[config.mk]
export PLATFORM = sky130hd
export DESIGN_NAME = ctl_pipe
export DESIGN_NICKNAME = d
export VERILOG_FILES = /design/src/rtl/ctl_pipe.sv
export SDC_FILE = /design/constraint.sdc
export NUM_CORES = 1
export LEC_CHECK = 0
export BUFFER_PORTS_ARGS = -buffer_cell sky130_fd_sc_hd__buf_2
export CORE_MARGIN = 3
export CORE_UTILIZATION = 45
export CTS_CLUSTER_DIAMETER = 200
export DETAILED_ROUTE_END_ITERATION = 10
export PLACE_DENSITY = 0.75
export SYNTH_ARGS = -nofsm -noshare
export SYNTH_HDL_FRONTEND = slang
export SYNTH_SLANG_ARGS = --single-unit
[constraint.sdc]
create_clock -name clk -period 4.4 [get_ports clk]
set_input_delay 0.44 -clock clk [delete_from_list [all_inputs] [get_ports clk]]
set_output_delay 0.44 -clock clk [all_outputs]
set_load 0.005 [all_outputs]
[src/rtl/ctl_pipe.sv]
// Carries ID control bundles through the EX, MEM and WB stage registers and counts retired instructions.
// Fixed 1-cycle-per-stage latency. A load-use stall or a taken branch inserts bubbles, and stages never freeze.
module ctl_pipe #(
  parameter int CNT_W = 32
) (
  input  logic             clk,
  input  logic             rst,
  input  logic [3:0]       ID_ctlex,
  input  logic [2:0]       ID_ctlm,
  input  logic [1:0]       ID_ctlwb,
  input  logic             ID_valid,
  input  logic             stall,
  input  logic             EX_zero,
  output logic             EX_regdst,
  output logic [1:0]       EX_aluop,
  output logic             EX_alusrc,
  output logic             MEM_branch,
  output logic             MEM_memread,
  output logic             MEM_memwrite,
  output logic             MEM_pcsrc,
  output logic             WB_regwrite,
  output logic             WB_memtoreg,
  output logic             EX_valid,
  output logic             MEM_valid,
  output logic             WB_valid,
  output logic [CNT_W-1:0] retired
);

  typedef struct packed {
    logic       regdst;
    logic [1:0] aluop;
    logic       alusrc;
  } ctlex_t;

  typedef struct packed {
    logic branch;
    logic memread;
    logic memwrite;
  } ctlm_t;

  typedef struct packed {
    logic regwrite;
    logic memtoreg;
  } ctlwb_t;

  typedef struct packed {
    ctlex_t ex;
    ctlm_t  m;
    ctlwb_t wb;
    logic   valid;
  } ex_stage_t;

  typedef struct packed {
    ctlm_t  m;
    ctlwb_t wb;
    logic   zero;
    logic   valid;
  } mem_stage_t;

  typedef struct packed {
    ctlwb_t wb;
    logic   valid;
  } wb_stage_t;

  ex_stage_t        ex_q, ex_d;
  mem_stage_t       mem_q, mem_d;
  wb_stage_t        wb_q, wb_d;
  logic [CNT_W-1:0] retired_q;
  logic             pcsrc;

  assign pcsrc = mem_q.m.branch & mem_q.zero & mem_q.valid;

  // A bubble is the all-zero bundle, so a flush, a stall and an empty ID slot all load '0.
  always_comb begin
    ex_d = '0;
    if (!pcsrc && !stall && ID_valid) begin
      ex_d.ex    = ID_ctlex;
      ex_d.m     = ID_ctlm;
      ex_d.wb    = ID_ctlwb;
      ex_d.valid = 1'b1;
    end
  end

  // A taken branch in MEM squashes the wrong-path instruction leaving EX.
  always_comb begin
    mem_d = '0;
    if (!pcsrc) begin
      mem_d.m     = ex_q.m;
      mem_d.wb    = ex_q.wb;
      mem_d.zero  = EX_zero;
      mem_d.valid = ex_q.valid;
    end
  end

  always_comb begin
    wb_d       = '0;
    wb_d.wb    = mem_q.wb;
    wb_d.valid = mem_q.valid;
  end

  always_ff @(posedge clk) begin
    if (rst) begin
      ex_q      <= '0;
      mem_q     <= '0;
      wb_q      <= '0;
      retired_q <= '0;
    end else begin
      ex_q  <= ex_d;
      mem_q <= mem_d;
      wb_q  <= wb_d;
      if (wb_q.valid) begin
        retired_q <= retired_q + CNT_W'(1);
      end
    end
  end

  assign EX_regdst    = ex_q.ex.regdst;
  assign EX_aluop     = ex_q.ex.aluop;
  assign EX_alusrc    = ex_q.ex.alusrc;
  assign EX_valid     = ex_q.valid;
  assign MEM_branch   = mem_q.m.branch;
  assign MEM_memread  = mem_q.m.memread;
  assign MEM_memwrite = mem_q.m.memwrite;
  assign MEM_pcsrc    = pcsrc;
  assign MEM_valid    = mem_q.valid;
  assign WB_regwrite  = wb_q.wb.regwrite;
  assign WB_memtoreg  = wb_q.wb.memtoreg;
  assign WB_valid     = wb_q.valid;
  assign retired      = retired_q;

  // Enables are never gated by valid, so an empty stage must carry a zero bundle.
  a_bubble_zero: assert property (@(posedge clk) disable iff (rst)
    (!ex_q.valid |-> (ex_q.ex == '0 && ex_q.m == '0 && ex_q.wb == '0)) and
    (!mem_q.valid |-> (mem_q.m == '0 && mem_q.wb == '0)) and
    (!wb_q.valid |-> (wb_q.wb == '0)));

endmodule

==> results of run 1 <==
[through the flow]
| stage | hold WS, ns | std cells | area (um2) | setup WS (ns) | util (%) |
|---|---|---|---|---|---|
| global placement | 0.407 | 313 | 2350 | 2.16 | 55.9 |
| detailed placement | 0.411 | 313 | 2350 | 2.08 | 55.9 |
| global route | 0.326 | 321 | 2460 | 1.86 | 58.6 |
| floorplan | 0.406 | 215 | 2050 | 2.46 | - |
| CTS | 0.327 | 321 | 2460 | 2.08 | 58.6 |
| finish | 0.337 | 321 | 2460 | 2.09 | 58.6 |
[final cells by class]
cell class                 count  area share (%)
clock inverter                 3            1.73
sequential                    52            42.3
clock buffer                   5            2.80
timing repair buffer          58            11.8
inverter                       6           0.915
multi-input combinational    147            37.9
tap                           50            2.54
[power by group]
| group | switching (uW) | internal (uW) | total (uW) |
|---|---|---|---|
| combinational | 10.3 | 8.63 | 18.9 |
| sequential | 1.56 | 475 | 476 |
| clock | 149 | 168 | 317 |
[critical path, cell delays in order (launching register included)]
cell and delay (ns):
dfxtp_1 0.46, and4_1 0.36, nand4_1 0.55, nor4_1 0.47, mux2_2 0.37
[cell families after synthesis]
logic type               count (synthesis)  synth area share [%]
adder cells (fa/ha/maj)                  1                 0.611
AND/OR/NAND/NOR                         98                  28.9
XOR/XNOR                                12                  5.13
AO/OA/AOI/OAI                           32                  8.80
flip-flops                              52                  50.8
buffers and inverters                   16                  3.60
multiplexers                             4                  2.14
[worst max-delay path by stage]
stage | depth (start not counted) | slack, ns | startpoint | end
2_1_floorplan | 6 | 2.46 | retired[0]$_SDFFE_PP0P_ | retired[30]$_SDFFE_PP0P_
3_3_place_gp | 4 | 2.16 | WB_valid$_SDFF_PP0_ | retired[31]$_SDFFE_PP0P_
3_5_place_dp | 4 | 2.08 | WB_valid$_SDFF_PP0_ | retired[31]$_SDFFE_PP0P_
4_1_cts | 4 | 2.08 | WB_valid$_SDFF_PP0_ | retired[31]$_SDFFE_PP0P_
5_1_grt | 4 | 1.86 | WB_valid$_SDFF_PP0_ | retired[31]$_SDFFE_PP0P_
6_report | 4 | 2.09 | WB_valid$_SDFF_PP0_ | retired[31]$_SDFFE_PP0P_
[cells in the mapped netlist]
| master | number | area [um2] |
|---|---|---|
| nor2_1 | 19 | 71.3 |
| o31ai_1 | 8 | 60.1 |
| dfxtp_1 | 52 | 1040 |
| or4_4 | 1 | 11.3 |
| ha_1 | 1 | 12.5 |
| buf_1 | 1 | 3.75 |
| o21ai_0 | 8 | 40.0 |
| a21oi_1 | 16 | 80.1 |
| nand3_1 | 8 | 40.0 |
| nor3_1 | 1 | 5.00 |
| mux2_2 | 3 | 33.8 |
| buf_4 | 3 | 22.5 |
| nand2_1 | 7 | 26.3 |
| xor2_1 | 5 | 43.8 |
| nor4b_1 | 1 | 8.76 |
| mux2i_1 | 1 | 10.0 |
| buf_2 | 2 | 10.0 |
| nor4_1 | 3 | 18.8 |
| and3_1 | 3 | 18.8 |
| nand3b_1 | 1 | 7.51 |
| nand4_1 | 6 | 37.5 |
| clkbuf_1 | 4 | 15.0 |
| or4_1 | 8 | 60.1 |
| or3_1 | 8 | 50.1 |
| nand4_2 | 3 | 37.5 |
| and4_1 | 7 | 61.3 |
| inv_1 | 6 | 22.5 |
| and2_1 | 17 | 106 |
| nor2b_1 | 5 | 31.3 |
| xnor2_1 | 7 | 61.3 |
[flip-flops by register name, indices dropped and copies added, names as in the netlist, 2 cells and up]
| signal | cells |
|---|---|
| retired | 32 |
| ex_q | 5 |
| mem_q | 3 |
| EX_aluop | 2 |
[layer usage]
| metal | track usage [%] | up-vias | part of all wire (%) |
|---|---|---|---|
| met2 | 25.7 | 49 | 47 |
| met5 | 0 | - | 0 |
| li1 | - | 868 | - |
| met1 | 20.3 | 800 | 46 |
| met4 | 6.04 | 0 | 0.56 |
| met3 | 4.65 | 2 | 6.5 |
[cell usage in the layout, fill, tap and decap left out, types with 3 or more instances in the layout]
master,n
and2_1,17
nand4_1,6
xnor2_1,7
nor2b_1,5
buf_2,58
nand3_1,8
o21ai_0,8
clkbuf_8,5
xor2_1,5
inv_1,6
nand4_2,3
o31ai_1,8
and4_1,7
a21oi_1,16
nor2_1,19
mux2_2,3
and3_1,3
dfxtp_1,52
nand2_1,7
or4_1,8
nor4_1,3
or3_1,8
==> impl_metrics.py, run 1 <==
metrics = {
    "synth": {
        "syn_inst": 215,
        "ys_types": 30,
        "seq_area_frac_synth_pct": 50.8,
        "ys_warn_count": 0,
        "syn-cell-area_mm2": 0.00205,
        "syn_area_per_cell_um2": 9.53,
        "ys_seq_elements": 52,
        "syn-num-nets": 230,
    },
    "drt": {
        "drt_pass1_iterations": 4,
        "wire_per_inst_um": 12.9,
        "wl_um": 4140,
        "drt-initial-drc-count": 87,
        "via_per_inst": 5.36,
        "postRouteAntennaNets": 0,
        "num_vias": 1719,
        "drc": 0,
    },
    "hold_path": {
        "min_to": "ex_q[3]$_SDFF_PP0_",
        "hold_class": "input pin to flop",
        "min-delay-start": "ID_ctlm[0]",
        "hold_depth": 2,
    },
    "run_status": {
        "status": "finished, final reports clean",
    },
    "sta": {
        "min_period_ns": 2.31,
        "timing.final.crit_share_pct": 52.4,
        "max_freq_ghz": 0.433,
        "max-slew-margin-rel_pct": 26.9,
        "finalMaxSlewViolations": 0,
        "worst-slew-pin-transition_ns": 1.08,
        "rsz0062_at_grt": "no",
        "setup_viol": 0,
        "skew_ns": 0.00361,
        "tns_ns": 0,
        "hold_viol": 0,
    },
    "critical_path": {
        "critPathKind": "flop to flop",
        "start_kind": "flop",
        "r2r_end": "retired[31]$_SDFFE_PP0P_",
        "worst_setup_path_end_kind": "flop",
        "reg2reg_from": "WB_valid$_SDFF_PP0_",
        "worstPathRequired_ns": 4.59,
        "critPathMaxFanout": 18,
        "arrival_ns": 2.50,
        "r2r_cells": 4,
        "r2r_setup_slack_ns": 2.09,
    },
    "die": {
        "boundaryPins": 59,
        "fp.dieArea_mm2": 0.00540,
        "die_h_um": 73.5,
        "initial_utilization_pct": 48.7,
        "die_w_um": 73.5,
        "coreArea_mm2": 0.00420,
        "fp-row-count": 23,
    },
    "final_layout": {
        "multi_input_area_um2": 933,
        "num_antenna_cells": 0,
        "fillers": 364,
        "drive_gt1_share_pct": 26.9,
        "areaGrowthSynthToFinish_pct": 20.2,
        "seqCellArea_mm2": 0.00104,
        "final_nets": 285,
    },
    "cts": {
        "cts_setup_buffers": 0,
        "htree_levels": 2,
        "postCtsResizedCells": 0,
        "clock-sinks": 52,
        "clk-insertion-delay-late_ns": 0.29,
        "clockBufferDepth": 2,
        "cts_buffers": 5,
        "cts_root_buf": "clkbuf_8",
        "tritoncts": "done",
        "ctsHoldBuffers": 0,
        "path_clk_slew_ns": 0.09,
    },
    "power_and_ir_drop": {
        "p_leak_uw": 0.00104,
        "power_density_mw_per_mm2": 330,
        "finalPower_uw": 812,
        "peakVddDrop_uv": 260,
    },
    "placement": {
        "gp_congestion": 0.779,
        "dpl.hpwl_um": 2960,
        "port_buffers": 58,
    },
    "grt": {
        "grt_max_degree": 41,
        "grt_use_total_pct": 16.0,
        "grt_pass1_vias": 1541,
        "grt_pass1_wl_um": 6820,
        "grt_overflow": 0,
        "antenna_found_initial": 0,
    },
    "run": {
        "cap_violations": 0,
    },
}
Power figures use the tool's default switching activity.
==> inputs of run 2 (changes only) <==
- PLACE_DENSITY: 0.75 -> 0.78
- clock period: 4.4 -> 1.9 ns (I/O delays scaled with it)
==> impl_metrics.py, run 2 (synthesized netlist as in run 1, its figures left out) <==
metrics = {
    "cts": {
        "tritoncts": "done",
        "clk-insertion-delay-late_ns": 0.31,
        "clock-sinks": 52,
        "cts_buffers": 5,
        "htree_levels": 2,
        "path_clk_slew_ns": 0.10,
        "cts_root_buf": "clkbuf_8",
        "clockBufferDepth": 2,
    },
    "power_and_ir_drop": {
        "p_seq_share_pct": 61.2,
        "finalPower_uw": 1800,
        "p_switching_uw": 415,
        "power_density_mw_per_mm2": 672,
        "switching_share_pct": 23.0,
        "peakVddDrop_uv": 578,
        "power.internal_uw": 1390,
        "p_clk_share_pct": 36.0,
        "p_comb_share_pct": 2.8,
        "p_leak_uw": 0.00116,
    },
    "final_layout": {
        "seqCellArea_mm2": 0.00105,
        "fillers": 369,
        "areaGrowthSynthToFinish_pct": 31.1,
        "largest_reg_flops": 32,
        "final_nets": 308,
        "num_antenna_cells": 0,
        "layout_commonest_cell": "buf_2",
        "final_util_pct": 63.9,
        "finalNonFillerCells": 344,
        "multi_input_area_um2": 998,
        "final_cell_mix": "buf_2 (59), dfxtp_1 (48), buf_4 (21), nor2_1 (19), and2_1 (17)",
        "drive_gt1_share_pct": 38.1,
    },
    "sta": {
        "rsz0062_at_grt": "yes",
        "max_freq_ghz": 0.536,
        "max-slew-margin-rel_pct": 62.5,
        "min_period_ns": 1.87,
        "hold_viol": 0,
        "finalMaxSlewViolations": 0,
        "timing.final.crit_share_pct": 98.2,
        "skew_ns": 0.0105,
        "setup_viol": 0,
        "worst-slew-pin-transition_ns": 0.562,
        "hold_ws_ns": 0.0748,
    },
    "hold_path": {
        "min-delay-start": "ID_ctlex[2]",
        "hold_depth": 2,
        "min_to": "EX_aluop[1]$_SDFF_PP0_",
        "hold_class": "input pin to flop",
    },
    "drt": {
        "wire_per_inst_um": 13.3,
        "drt_pass1_iterations": 4,
        "drt-initial-drc-count": 73,
        "postRouteAntennaNets": 0,
        "drc": 0,
        "wl_um": 4580,
        "num_vias": 1842,
        "via_per_inst": 5.35,
    },
    "die": {
        "fp-row-count": 23,
        "coreArea_mm2": 0.00420,
        "die_h_um": 73.5,
        "fp.dieArea_mm2": 0.00540,
        "die_w_um": 73.5,
        "initial_utilization_pct": 48.7,
        "boundaryPins": 59,
    },
    "grt": {
        "grt_max_degree": 28,
        "grt_pass1_wl_um": 7450,
        "antenna_found_initial": 0,
        "grt_use_total_pct": 17.4,
        "grt_overflow": 0,
        "grt_pass1_vias": 1658,
    },
    "critical_path": {
        "critPathKind": "flop to flop",
        "start_kind": "flop",
        "r2r_setup_slack_ns": 0.03,
        "worst_setup_path_end_kind": "flop",
        "worstPathRequired_ns": 2.14,
        "r2r_end": "retired[22]$_SDFFE_PP0P_",
        "r2r_cells": 6,
        "arrival_ns": 2.11,
        "reg2reg_from": "retired[0]$_SDFFE_PP0P_",
        "critPathMaxFanout": 6,
    },
    "placement": {
        "dpl.hpwl_um": 3230,
        "gp_congestion": 0.826,
        "port_buffers": 58,
        "dp.cells": 334,
    },
    "run_status": {
        "status": "finished, final reports clean",
    },
    "run": {
        "cap_violations": 0,
    },
}
[run 2: how the worst max path moves through the flow]
stage	end	from	depth (start not counted)
after floorplan	retired[30]$_SDFFE_PP0P_	retired[0]$_SDFFE_PP0P_	6
after global placement	retired[18]$_SDFFE_PP0P_	retired[1]$_SDFFE_PP0P_	6
after detailed placement	retired[18]$_SDFFE_PP0P_	retired[1]$_SDFFE_PP0P_	6
after CTS	retired[28]$_SDFFE_PP0P_	retired[1]$_SDFFE_PP0P_	5
after global routing	retired[22]$_SDFFE_PP0P_	retired[1]$_SDFFE_PP0P_	6
final	retired[22]$_SDFFE_PP0P_	retired[0]$_SDFFE_PP0P_	6
[run 2: critical path, stage by stage, from the launching register on]
cell and delay (ns):
dfxtp_2 0.36, ha_4 0.16, nand4_4 0.10, or4_4 0.56
buf_6 0.16, or3_1 0.33, a21oi_1 0.13
[run 2: metrics by stage]
stage,instance area (um2),TNS (ns),setup slack [ns]
global route,2690,-0.0586,-0.0339
global placement,2510,0,0.0595
CTS,2610,0,0.0572
floorplan,2050,0,0.00534
detailed placement,2510,-0.0249,-0.0122
finish,2690,0,0.0349
[run 2: routing by layer]
metal | track usage, % | up-vias | routed length (um)
met2 | 27.0 | 61 | 2090
met5 | 0 | - | 0
met4 | 6.24 | 0 | 59
li1 | - | 922 | -
met3 | 4.79 | 9 | 332
met1 | 23.1 | 850 | 2100
[run 2: timing repair]
action	CTS	global route
hold buffers	0	0
setup buffers	0	1
gates cloned	0	1
pin swaps	1	15
resized for setup	1	15
hold endpoints to repair	0	0
endpoints found under the setup margin	4	11
[run 2: layout make-up]
cell class	instances	area share [%]
Clock buffer	5	2.56
Clock inverter	3	0.839
Inverter	6	0.839
Multi-Input combinational cell	147	37.2
Sequential cell	52	39.0
Tap cell	50	2.33
Timing Repair Buffer	81	17.3
[run 2: power groups by stage]
stage	clock network [uW]	logic [uW]	registers (uW)
CTS	662	50.4	1100
global placement	0	48.9	1130
finish	649	51.1	1100
floorplan	0	22.8	1130
detailed placement	0	50.5	1130
global route	697	57.1	1100
